$ cat src/rtl/edge_frame_buffer.sv
// Double-buffered 1-bpp edge map: the pixel stream fills the back bank, the display reads the front bank.
// Optional EDGE_FB_COUNT_EN adds edge_count, the number of set bits in the front bank.
module edge_frame_buffer #(
  parameter int WIDTH  = 9,
  parameter int HEIGHT = 9,
  parameter int CW     = 10
) (
  input  logic          CLK,
  input  logic          CPU_RESETN,
  input  logic          in_valid,
  output logic          in_ready,
  input  logic          in_pixel,
  input  logic          in_sof,
  input  logic [CW-1:0] rd_x,
  input  logic [CW-1:0] rd_y,
  input  logic          rd_frame_start,
  output logic          rd_pixel,
  output logic          frame_valid,
`ifdef EDGE_FB_COUNT_EN
  output logic [2*CW-1:0] edge_count,
`endif
  output logic          sof_err
);

  localparam int N  = WIDTH * HEIGHT;
  localparam int AW = (N > 1) ? $clog2(N) : 1;
  localparam logic [CW-1:0] W_C    = CW'(WIDTH);
  localparam logic [CW-1:0] H_C    = CW'(HEIGHT);
  localparam logic [CW-1:0] W_LAST = CW'(WIDTH - 1);
  localparam logic [CW-1:0] H_LAST = CW'(HEIGHT - 1);

  typedef enum logic [1:0] {IDLE, FILL, DONE} state_t;

  state_t               state_q, state_d;
  logic [CW-1:0]        wr_x_q, wr_x_d, wr_y_q, wr_y_d;
  logic                 sel_q, sel_d;
  logic                 fv_q, fv_d;
  logic                 err_q, err_d;
  logic                 rdy_q, rdy_d;
  logic                 rpix_q, rpix_d;
  logic [1:0][N-1:0]    bank_q, bank_d;
`ifdef EDGE_FB_COUNT_EN
  logic [2*CW-1:0]      cnt_q, cnt_d, ec_q, ec_d;
`endif

  logic                 xfer, wr_en, start;
  logic [CW-1:0]        px, py;
  logic [2*CW-1:0]      waddr, raddr;

  always_comb begin
    state_d = state_q;
    wr_x_d  = wr_x_q;
    wr_y_d  = wr_y_q;
    sel_d   = sel_q;
    fv_d    = fv_q;
    err_d   = err_q;
    bank_d  = bank_q;
`ifdef EDGE_FB_COUNT_EN
    cnt_d   = cnt_q;
    ec_d    = ec_q;
`endif
    xfer    = in_valid && rdy_q;
    wr_en   = 1'b0;
    start   = 1'b0;
    px      = wr_x_q;
    py      = wr_y_q;

    case (state_q)
      IDLE: if (xfer && in_sof) begin
        wr_en   = 1'b1;
        start   = 1'b1;
        state_d = FILL;
      end
      FILL: if (xfer) begin
        wr_en = 1'b1;
        if (in_sof) begin
          start = 1'b1;
          err_d = 1'b1;
        end
      end
      DONE: if (rd_frame_start) begin
        sel_d   = ~sel_q;
        fv_d    = 1'b1;
        wr_x_d  = '0;
        wr_y_d  = '0;
        state_d = IDLE;
`ifdef EDGE_FB_COUNT_EN
        ec_d    = cnt_q;
`endif
      end
      default: state_d = IDLE;
    endcase

    if (start) begin
      px = '0;
      py = '0;
    end
    waddr = {{CW{1'b0}}, py} * {{CW{1'b0}}, W_C} + {{CW{1'b0}}, px};

    // Back bank is always the one the display is not reading.
    if (wr_en) begin
      bank_d[~sel_q][waddr[AW-1:0]] = in_pixel;
`ifdef EDGE_FB_COUNT_EN
      cnt_d = (start ? '0 : cnt_q) + {{(2*CW-1){1'b0}}, in_pixel};
`endif
      if (px == W_LAST && py == H_LAST) begin
        state_d = DONE;
      end else if (px == W_LAST) begin
        wr_x_d = '0;
        wr_y_d = py + CW'(1);
      end else begin
        wr_x_d = px + CW'(1);
        wr_y_d = py;
      end
    end

    rdy_d  = (state_d != DONE);
    raddr  = {{CW{1'b0}}, rd_y} * {{CW{1'b0}}, W_C} + {{CW{1'b0}}, rd_x};
    rpix_d = (fv_q && rd_x < W_C && rd_y < H_C) ? bank_q[sel_q][raddr[AW-1:0]] : 1'b0;
  end

  always_ff @(posedge CLK or posedge CPU_RESETN) begin
    if (CPU_RESETN) begin
      state_q <= IDLE;
      wr_x_q  <= '0;
      wr_y_q  <= '0;
      sel_q   <= 1'b0;
      fv_q    <= 1'b0;
      err_q   <= 1'b0;
      rdy_q   <= 1'b1;
      rpix_q  <= 1'b0;
      bank_q  <= '0;
`ifdef EDGE_FB_COUNT_EN
      cnt_q   <= '0;
      ec_q    <= '0;
`endif
    end else begin
      state_q <= state_d;
      wr_x_q  <= wr_x_d;
      wr_y_q  <= wr_y_d;
      sel_q   <= sel_d;
      fv_q    <= fv_d;
      err_q   <= err_d;
      rdy_q   <= rdy_d;
      rpix_q  <= rpix_d;
      bank_q  <= bank_d;
`ifdef EDGE_FB_COUNT_EN
      cnt_q   <= cnt_d;
      ec_q    <= ec_d;
`endif
    end
  end

  assign in_ready    = rdy_q;
  assign rd_pixel    = rpix_q;
  assign frame_valid = fv_q;
  assign sof_err     = err_q;
`ifdef EDGE_FB_COUNT_EN
  assign edge_count  = ec_q;
`endif

endmodule

$ cat config.mk
export PLATFORM = sky130hd
export DESIGN_NAME = edge_frame_buffer
export DESIGN_NICKNAME = d
export VERILOG_FILES = /design/src/rtl/edge_frame_buffer.sv
export SDC_FILE = /design/constraint.sdc
export NUM_CORES = 1
export LEC_CHECK = 0
export CAP_MARGIN = 40
export CORE_MARGIN = 2
export CORE_UTILIZATION = 62
export DETAILED_ROUTE_END_ITERATION = 6
export HOLD_SLACK_MARGIN = 0.06
export PLACE_DENSITY = 0.76
export SETUP_SLACK_MARGIN = 0.02
export SLEW_MARGIN = 20
export SYNTH_ARGS = -nofsm -noshare
export SYNTH_HDL_FRONTEND = slang
export SYNTH_SLANG_ARGS = --single-unit
$ cat constraint.sdc
create_clock -name CLK -period 8.4 [get_ports CLK]
set_input_delay 1.68 -clock CLK [delete_from_list [all_inputs] [get_ports CLK]]
set_output_delay 1.68 -clock CLK [all_outputs]
set_load 0.01 [all_outputs]
Word level (Yosys, flattened, before mapping)

Index checks and enable logic that the tools add are counted.

Register bits: 189
Output and inout port bits: 4
Word-level logic and storage cells: 73
Bits of input ports: 26

Equality and inequality tests: 5
$mul: 2
Reductions and logical operators: 10
Bitwise logic cells: 1
Muxes and demuxes: 33
$add $sub $neg: 4
Magnitude comparators: 8

Operators by type and width:

| cell                                                                           | number |
|---|---|
| 81-bit 2-to-1 mux                                                              | 3 |
| 162-bit bitwise mux                                                            | 1 |
| 10-bit 2-to-1 mux                                                              | 12 |
| 81-bit demux with 1-bit select                                                 | 1 |
| 10-bit by 1-bit adder with 10-bit output (second input constant)               | 2 |
| 10-bit by 4-bit equality test with 1-bit output (second input constant)        | 2 |
| 10-bit by 4-bit less-than comparator with 1-bit output (second input constant) | 2 |
| 10-bit by 4-bit multiplier with 7-bit output (second input constant)           | 2 |
| 7-bit by 8-bit less-than comparator with 1-bit output (second input constant)  | 2 |
| 7-bit adder                                                                    | 2 |
| 2-bit 2-to-1 mux                                                               | 4 |
| 1-bit binary-select mux with 7-bit select                                      | 1 |
| 1-bit demux with 7-bit select                                                  | 1 |
| 7-bit by 1-bit >= comparator with 1-bit output (second input constant)         | 1 |
| 1-bit logical AND                                                              | 7 |
| 1-bit 2-to-1 mux                                                               | 7 |
| 2-bit one-hot mux with 3 select lines                                          | 1 |
| 1-bit by 2-bit less-than comparator with 1-bit output (second input constant)  | 2 |
| 1-bit one-hot mux with 2 select lines                                          | 2 |
| 3-bit AND reduction                                                            | 1 |
| 2-bit by 1-bit equality test with 1-bit output (second input constant)         | 1 |
| 2-bit equality test (second input constant)                                    | 1 |
| 2-bit logical NOT                                                              | 1 |
| 2-bit inequality test (second input constant)                                  | 1 |
| other kinds (3)                                                                | 3 |

Logic depth before layout (Yosys ltp)

Gate-level depths: netlist of the first run.

Depth after elaboration: 14
Mapped depth: 17
Gate-level depth less buffers: 14

Worst setup path before layout of the first run

Ideal clock, no wire load.

Path kind: input to register
From: input in_sof
To: register bank_q[101] (netlist bit)
Library setup time: 125 ps
Path slack: 3311 ps
Path buffers: 3
Required time: 8275 ps
Stages on the path: 15
Data arrival time: 4964 ps
Path through: nand4b_1 -> clkbuf_1 -> and2_1 -> ha_1 -> inv_1 -> fa_1 -> inv_1 -> ha_1 -> nor3_1 -> or2_2 -> buf_2 -> buf_1 -> nand3_1 -> nor2_1 -> mux2_2

Longest elaborated chain between the ends: 13
Elaborated cells between the ends (all ways): 18
Those cells by class: add/sub (1); mul (1); order compare (2); mux (12); reduce/logical (2)

Ends and longest elaborated chain:

| item                                                                                                                                          | RTL line | RTL |
|---|---|---|
| start, declared                                                                                                                               | 13       | `input logic in_sof,` |
| 1-bit 2-to-1 mux or 1-bit logical AND (tied branches)                                                                                         | 76, 69   |  |
| 1-bit 2-to-1 mux, on equally long branches                                                                                                    | 74, 69   |  |
| 1-bit one-hot mux with 2 select lines                                                                                                         | 68       | `case (state_q)` |
| 10-bit 2-to-1 mux                                                                                                                             | 94       | `if (start) begin` |
| 10-bit by 4-bit multiplier with 7-bit output                                                                                                  | 98       | `waddr = {{CW{1'b0}}, py} * {{CW{1'b0}}, W_C} + {{CW{1'b0}}, px};` |
| 7-bit adder                                                                                                                                   | 98       |  |
| 7-bit by 8-bit less-than comparator with 1-bit output (implied by the code) or 7-bit by 1-bit >= comparator with 1-bit output (tied branches) | 102      | `bank_d[~sel_q][waddr[AW-1:0]] = in_pixel;` |
| 1-bit logical AND (implied by the code)                                                                                                       | 102      |  |
| 1-bit 2-to-1 mux (implied by the code)                                                                                                        | 102      |  |
| 1-bit demux with 7-bit select                                                                                                                 | 102      |  |
| 81-bit 2-to-1 mux (implied by the code)                                                                                                       | 102      |  |
| 81-bit demux with 1-bit select                                                                                                                | 102      |  |
| 162-bit bitwise mux                                                                                                                           | 102      |  |
| end signal, assigned                                                                                                                          | 146      | `bank_q <= bank_d;` |
| end, declared                                                                                                                                 | 41       | `logic [1:0][N-1:0] bank_q, bank_d;` |

Parallel ways exist; a longest one is shown, timed or not.
A chain may end at the register's enable or synchronous reset.

Worst setup path in the final report of the first run

From: input in_sof
To: register bank_q[146] (netlist bit)

The elaborated chain is that of the path after synthesis.

==> results of run 1 <==
## synthesized netlist by cell type, types with 17 or more instances
library cell	instances	share of area (%)
buf_2	18	0.84
clkbuf_1	34	1.2
dfrtp_1	188	44
ha_1	24	2.8
inv_1	31	1.1
mux2_2	140	15
mux4_2	40	8.4
nand2_1	133	4.6
nand3_1	55	2.6
nor2_1	88	3.1
o21ai_0	44	2.0
xnor2_1	17	1.4
## worst max-delay path, cell delays in order
cell             delay [ns]
clkdlybuf4s50_1        0.49
nand4b_1               0.10
buf_4                  0.21
nand2_1                0.12
inv_1                  0.07
ha_1                   0.27
inv_1                  0.05
fa_1                   0.50
inv_1                  0.05
ha_1                   0.34
a21oi_1                0.15
o21ai_0                0.15
xnor2_2                0.62
nand2_1                0.51
nor2_1                 0.26
mux2_2                 0.35
## sequential cells by signal, indices dropped and copies added (netlist names)
signal and cells:
sof_err 1, sel_q 1, wr_y_q 10, frame_valid 1
wr_x_q 10, state_q 2, rd_pixel 1, in_ready 1
bank_q 162
## worst max path at each step
stage / end / slack, ns / cells after the start
6_report: bank_q[146] / 2.79 / 16
5_1_grt: bank_q[151] / 2.56 / 16
4_1_cts: bank_q[31] / 2.78 / 17
3_5_place_dp: bank_q[31] / 2.36 / 16
3_3_place_gp: bank_q[78] / 2.43 / 14
2_1_floorplan: bank_q[0] / 1.58 / 1
## metrics by stage
step | cell area [um2] | power, mW
3_5_place_dp | 11200 | 1.47
3_3_place_gp | 11100 | 1.45
2_1_floorplan | 10800 | 1.33
4_1_cts | 11900 | 2.41
6_report | 11900 | 2.41
5_1_grt | 11900 | 2.50
## report_power, final
group	switching [mW]	internal [mW]	total [mW]
sequential	0.0323	0.959	0.991
combinational	0.298	0.175	0.473
clock	0.359	0.585	0.944
total	0.689	1.72	2.41
## metal layers
layer	wire [um]	GRT usage (%)
met5	0	0
met4	579	10.1
met2	12200	46.1
met1	10800	39.8
met3	1690	6.58
## logic make-up after synthesis
group,after synthesis
flops,189
mux,190
buf+inv,96
simple gates,364
fa+ha+maj,30
xor+xnor,26
compound gates,93
## layout make-up
type	count	area share, %
Tap cell	225	2.36
Clock buffer	20	3.91
Multi-Input combinational cell	703	46.7
Timing Repair Buffer	52	4.42
Clock inverter	12	1.92
Inverter	31	1.04
Sequential cell	189	39.6
==> flow_summary.yaml, run 1 <==
yosys:
  ys_types: 66
  ys_seq_area_share_pct: 44.0
  synthesis.nets: 1044
  ys_seq_elements: 189
  synth_fa_ha_area_share_pct: 3.91
  synthMuxAreaShare_pct: 24.0
  synthXorXnorAreaFrac_pct: 2.31
  syn_inst: 988
  synth_top_family_by_area: "multiplexers"
  synth_compound_area_share_pct: 5.54
  syn-cell-area_um2: 10800
  synth_edf_count: 0
  async_flop_share_pct: 100
  yosys.area_share.simple_pct: 16.1
  syn_avg_cell_area_um2: 10.9
  yosysWarnings: 0
  synth_ff_type: "dfrtp_1"
cts:
  numCtsBuffers: 17
  cts_tree: "yes"
  cts-resized-gates: 0
  ctsLongestPathBuffers: 2
  clk_pin_slew_ns: 0.07
  cts-root-buf: "clkbuf_16"
  ctsHtreeMaxLevel: 4
  worstSkewPairLatency_ns: 0.44
  cts_hold_buf: 0
  cts.sinks: 189
  cts_setup_buffers: 0
routing:
  route.detailed.drc: 0
  drtAntennaViolNets: 0
  drt_iter0_markers: 667
  routed_wl_mm: 25.3
  firstDrtPassIters: 5
  vias_per_cell: 6.31
  num_vias: 7777
  wl_per_cell_um: 20.5
die:
  ios: 30
  rows: 48
  die_w_um: 136
  die_y_um: 136
  initial_core_util_pct: 62.9
  die_area_um2: 18400
  core-area_um2: 17100
layout:
  nets: 1050
  regArea_um2: 4730
  diodes: 0
  drive_gt1_share_pct: 25.2
  areaGrowthSynthToFinish_pct: 11.0
  multi_input_area_um2: 5580
  post-route-util_pct: 69.8
  layout_commonest_cell: "dfrtp_1"
  fin_cells: 1232
  layout_common_cells: "187 x dfrtp_1, 140 x mux2_2, 133 x nand2_1, 88 x nor2_1, 55 x nand3_1"
  fillCellCount: 1275
place:
  place_inst: 1196
  place_ws_ns: 2.36
  dpl.hpwl_mm: 16.7
  gp_congestion: 0.886
  port_buffers: 29
worst_setup_path:
  start_kind: "primary input"
  arrival_ns: 5.93
  setup.worst_path.class: "in -> reg"
  worstReg2RegStart: "in_ready"
  path_max_fanout: 25
  required_ns: 8.73
  endpoint_kind: "register"
  r2r-end: "bank_q[146]"
  r2r_slack_ns: 3.98
  reg2regPathDepth: 15
  cp-startpoint: "in_sof"
sta:
  period_minus_slack_ns: 5.61
  worst_slack_ns: 2.79
  setup_violations: 0
  slew_headroom_pct: 35.6
  tightest_slew_ns: 0.959
  finClkSkew_ns: 0.00997
  min_period_over_period_pct: 66.7
  rsz0062_at_grt: "false"
  tns_ns: 0
  slew_viol_final: 0
  hold_slack_ns: 0.471
  fmax_ghz: 0.178
  hold_violations: 0
grt:
  grt_pass1_wl_mm: 40.8
  grt-ovfl-total: 0
  grt_use_total_pct: 29.0
  grt_pass1_vias: 7814
  antenna_found_initial: 0
  grt_max_degree: 99
worst_hold_path:
  hold-path-cell-count: 1
  hold_path.startpoint: "sof_err"
  holdPathEnd: "sof_err"
  min_path_type: "reg -> reg"
run_status:
  outcome: "finished, final reports clean"
pwr:
  p_leak_nw: 5.45
  power_density_nw_per_um2: 202
  vdd_drop_max_uv: 156
flow_run:
  drv_cap: 0
No activity file was read; power rests on OpenSTA's default activity.
==> run 2: changes to the inputs <==
CORE_UTILIZATION = 56   (was 62)
PLACE_DENSITY = 0.72   (was 0.76)
clock period = 4.5 ns   (was 8.4 ns; I/O delays follow)
==> run 2 against run 1 <==
Die area increased by 10%. Wire length grew 3.6%. First-iteration DRC count shrank 13%. Non-clock buffer count up 67. Utilization down 3.5 points. Sequential share of layout area shrank 1.6 points. Design area rose by 4.1%. Hold slack got worse by 0.00054 ns. Count of clock-buffer cells in the layout is the same. Cell count increased by 6.2%. Clock skew barely moved. Critical endpoint is now bank_q[116].
==> flow_summary.yaml, run 2 (same netlist as run 1, synthesis figures left out) <==
worst_setup_path:
  r2r-end: "bank_q[116]"
  cp-startpoint: "in_sof"
  required_ns: 4.82
  reg2regPathDepth: 16
  crit_end: "bank_q[116]"
  setup.worst_path.class: "in -> reg"
  r2r_slack_ns: 0.63
  endpoint_kind: "register"
  path_max_fanout: 4
  arrival_ns: 4.58
  start_kind: "primary input"
  worstReg2RegStart: "in_ready"
routing:
  vias_per_cell: 6.10
  firstDrtPassIters: 5
  drtAntennaViolNets: 0
  wl_per_cell_um: 20.0
  route.detailed.drc: 0
  drt_iter0_markers: 582
  num_vias: 7977
  routed_wl_mm: 26.2
layout:
  layout_common_cells: "187 x dfrtp_1, 140 x mux2_2, 133 x nand2_1, 86 x nor2_1, 80 x buf_4"
  final_cell_area_um2: 12400
  nets: 1117
  diodes: 0
  fillCellCount: 1417
  areaGrowthSynthToFinish_pct: 15.6
  reg_top3: "bank_q x162, wr_x_q x10, wr_y_q x10"
  fin_cells: 1308
  layout_commonest_cell: "dfrtp_1"
  post-route-util_pct: 66.3
  regArea_um2: 4730
  largest_reg_flops: 162
  largest_register: "bank_q"
  drive_gt1_share_pct: 30.4
  multi_input_area_um2: 5600
die:
  ios: 30
  die_y_um: 143
  die_area_um2: 20300
  initial_core_util_pct: 57.3
  rows: 50
  die_w_um: 143
  core-area_um2: 18800
worst_hold_path:
  min_path_type: "reg -> reg"
sta:
  tightest_slew_ns: 0.816
  slew_headroom_pct: 45.6
  finClkSkew_ns: 0.0100
  slew_viol_final: 0
  hold_violations: 0
  tns_ns: 0
  period_minus_slack_ns: 4.26
  setup_violations: 0
  hold_slack_ns: 0.471
  fmax_ghz: 0.235
  rsz0062_at_grt: "false"
  worst_slack_ns: 0.242
  min_period_over_period_pct: 94.6
place:
  port_buffers: 29
  dpl.hpwl_mm: 17.9
  place_area_um2: 11800
  place_inst: 1275
  gp_congestion: 0.883
  place_ws_ns: -0.401
grt:
  grt-ovfl-total: 0
  grt_use_total_pct: 27.8
  grt_pass1_wl_mm: 43.4
  antenna_found_initial: 0
  grt_pass1_vias: 8217
  grt_max_degree: 104
cts:
  cts_tree: "yes"
  cts-root-buf: "clkbuf_16"
  worstSkewPairLatency_ns: 0.44
  ctsLongestPathBuffers: 2
  cts_hold_buf: 0
  cts.sinks: 189
  numCtsBuffers: 17
  clk_pin_slew_ns: 0.07
  ctsHtreeMaxLevel: 4
pwr:
  power_density_nw_per_um2: 352
  netSwitchingFraction_pct: 30.2
  clockPowerShare_pct: 34.9
  p_leak_nw: 5.73
  combPwrFrac_pct: 22.5
  vdd_drop_max_uv: 295
  p_sw_mw: 1.32
  p_int_mw: 3.06
  fin_total_pwr_mw: 4.38
  seqPwrFrac_pct: 42.6
run_status:
  outcome: "finished, final reports clean"
flow_run:
  drv_cap: 0
-- run 2: how the worst min path moves through the flow --
stage	startpoint	cells after the start	endpoint	slack [ns]
after global placement	sof_err	1	sof_err	0.45
after floorplan	bank_q[129]	1	bank_q[129]	0.45
after CTS	sof_err	1	sof_err	0.47
after global routing	sof_err	1	sof_err	0.50
after detailed placement	sof_err	1	sof_err	0.45
final	sof_err	1	sof_err	0.47
-- run 2: critical path, cell delays in order --
cell             delay, ns
clkdlybuf4s50_1       0.47
nand4b_1              0.19
nand2_1               0.15
inv_1                 0.06
ha_1                  0.28
inv_1                 0.06
fa_1                  0.49
inv_1                 0.04
ha_1                  0.32
buf_4                 0.15
o21a_1                0.13
buf_4                 0.14
or3b_2                0.54
nor2_1                0.17
buf_4                 0.15
nand2_1               0.05
mux2_2                0.27
-- run 2: power by group through the flow --
| stage | clock network (mW) | registers (mW) | logic [mW] |
|---|---|---|---|
| CTS | 1.56 | 1.86 | 0.972 |
| global placement | 0 | 1.89 | 0.954 |
| floorplan | 0 | 1.86 | 0.620 |
| finish | 1.53 | 1.87 | 0.984 |
| detailed placement | 0 | 1.89 | 0.967 |
| global route | 1.64 | 1.88 | 1.07 |
-- run 2: what timing repair did --
| action | 4_1_cts | 5_1_grt |
|---|---|---|
| setup buffers | 0 | 1 |
| resized for setup | 0 | 7 |
| endpoints found under the setup margin | 0 | 153 |
-- run 2: final cells by class --
cell class                      count  area share (%)
Inverter                           31           0.966
Multi-Input combinational cell    703            45.0
Timing Repair Buffer              119            8.85
Sequential cell                   189            38.0
Clock buffer                       20            3.67
Tap cell                          234            2.35
Clock inverter                     12            1.10
-- run 2: per-layer routing --
layer	global-route usage [%]	vias to the layer above	share of wire, %
li1	-	3644	-
met1	38.2	4015	43
met2	44.6	254	48
met3	4.85	64	6.0
met4	10.9	0	3.2
met5	0	-	0
==> run 3: changes to the inputs <==
SLEW_MARGIN = 15   (was 20)
==> results of run 3 <==
Same layout as run 2: the final DEF is identical, and so are final timing and power.
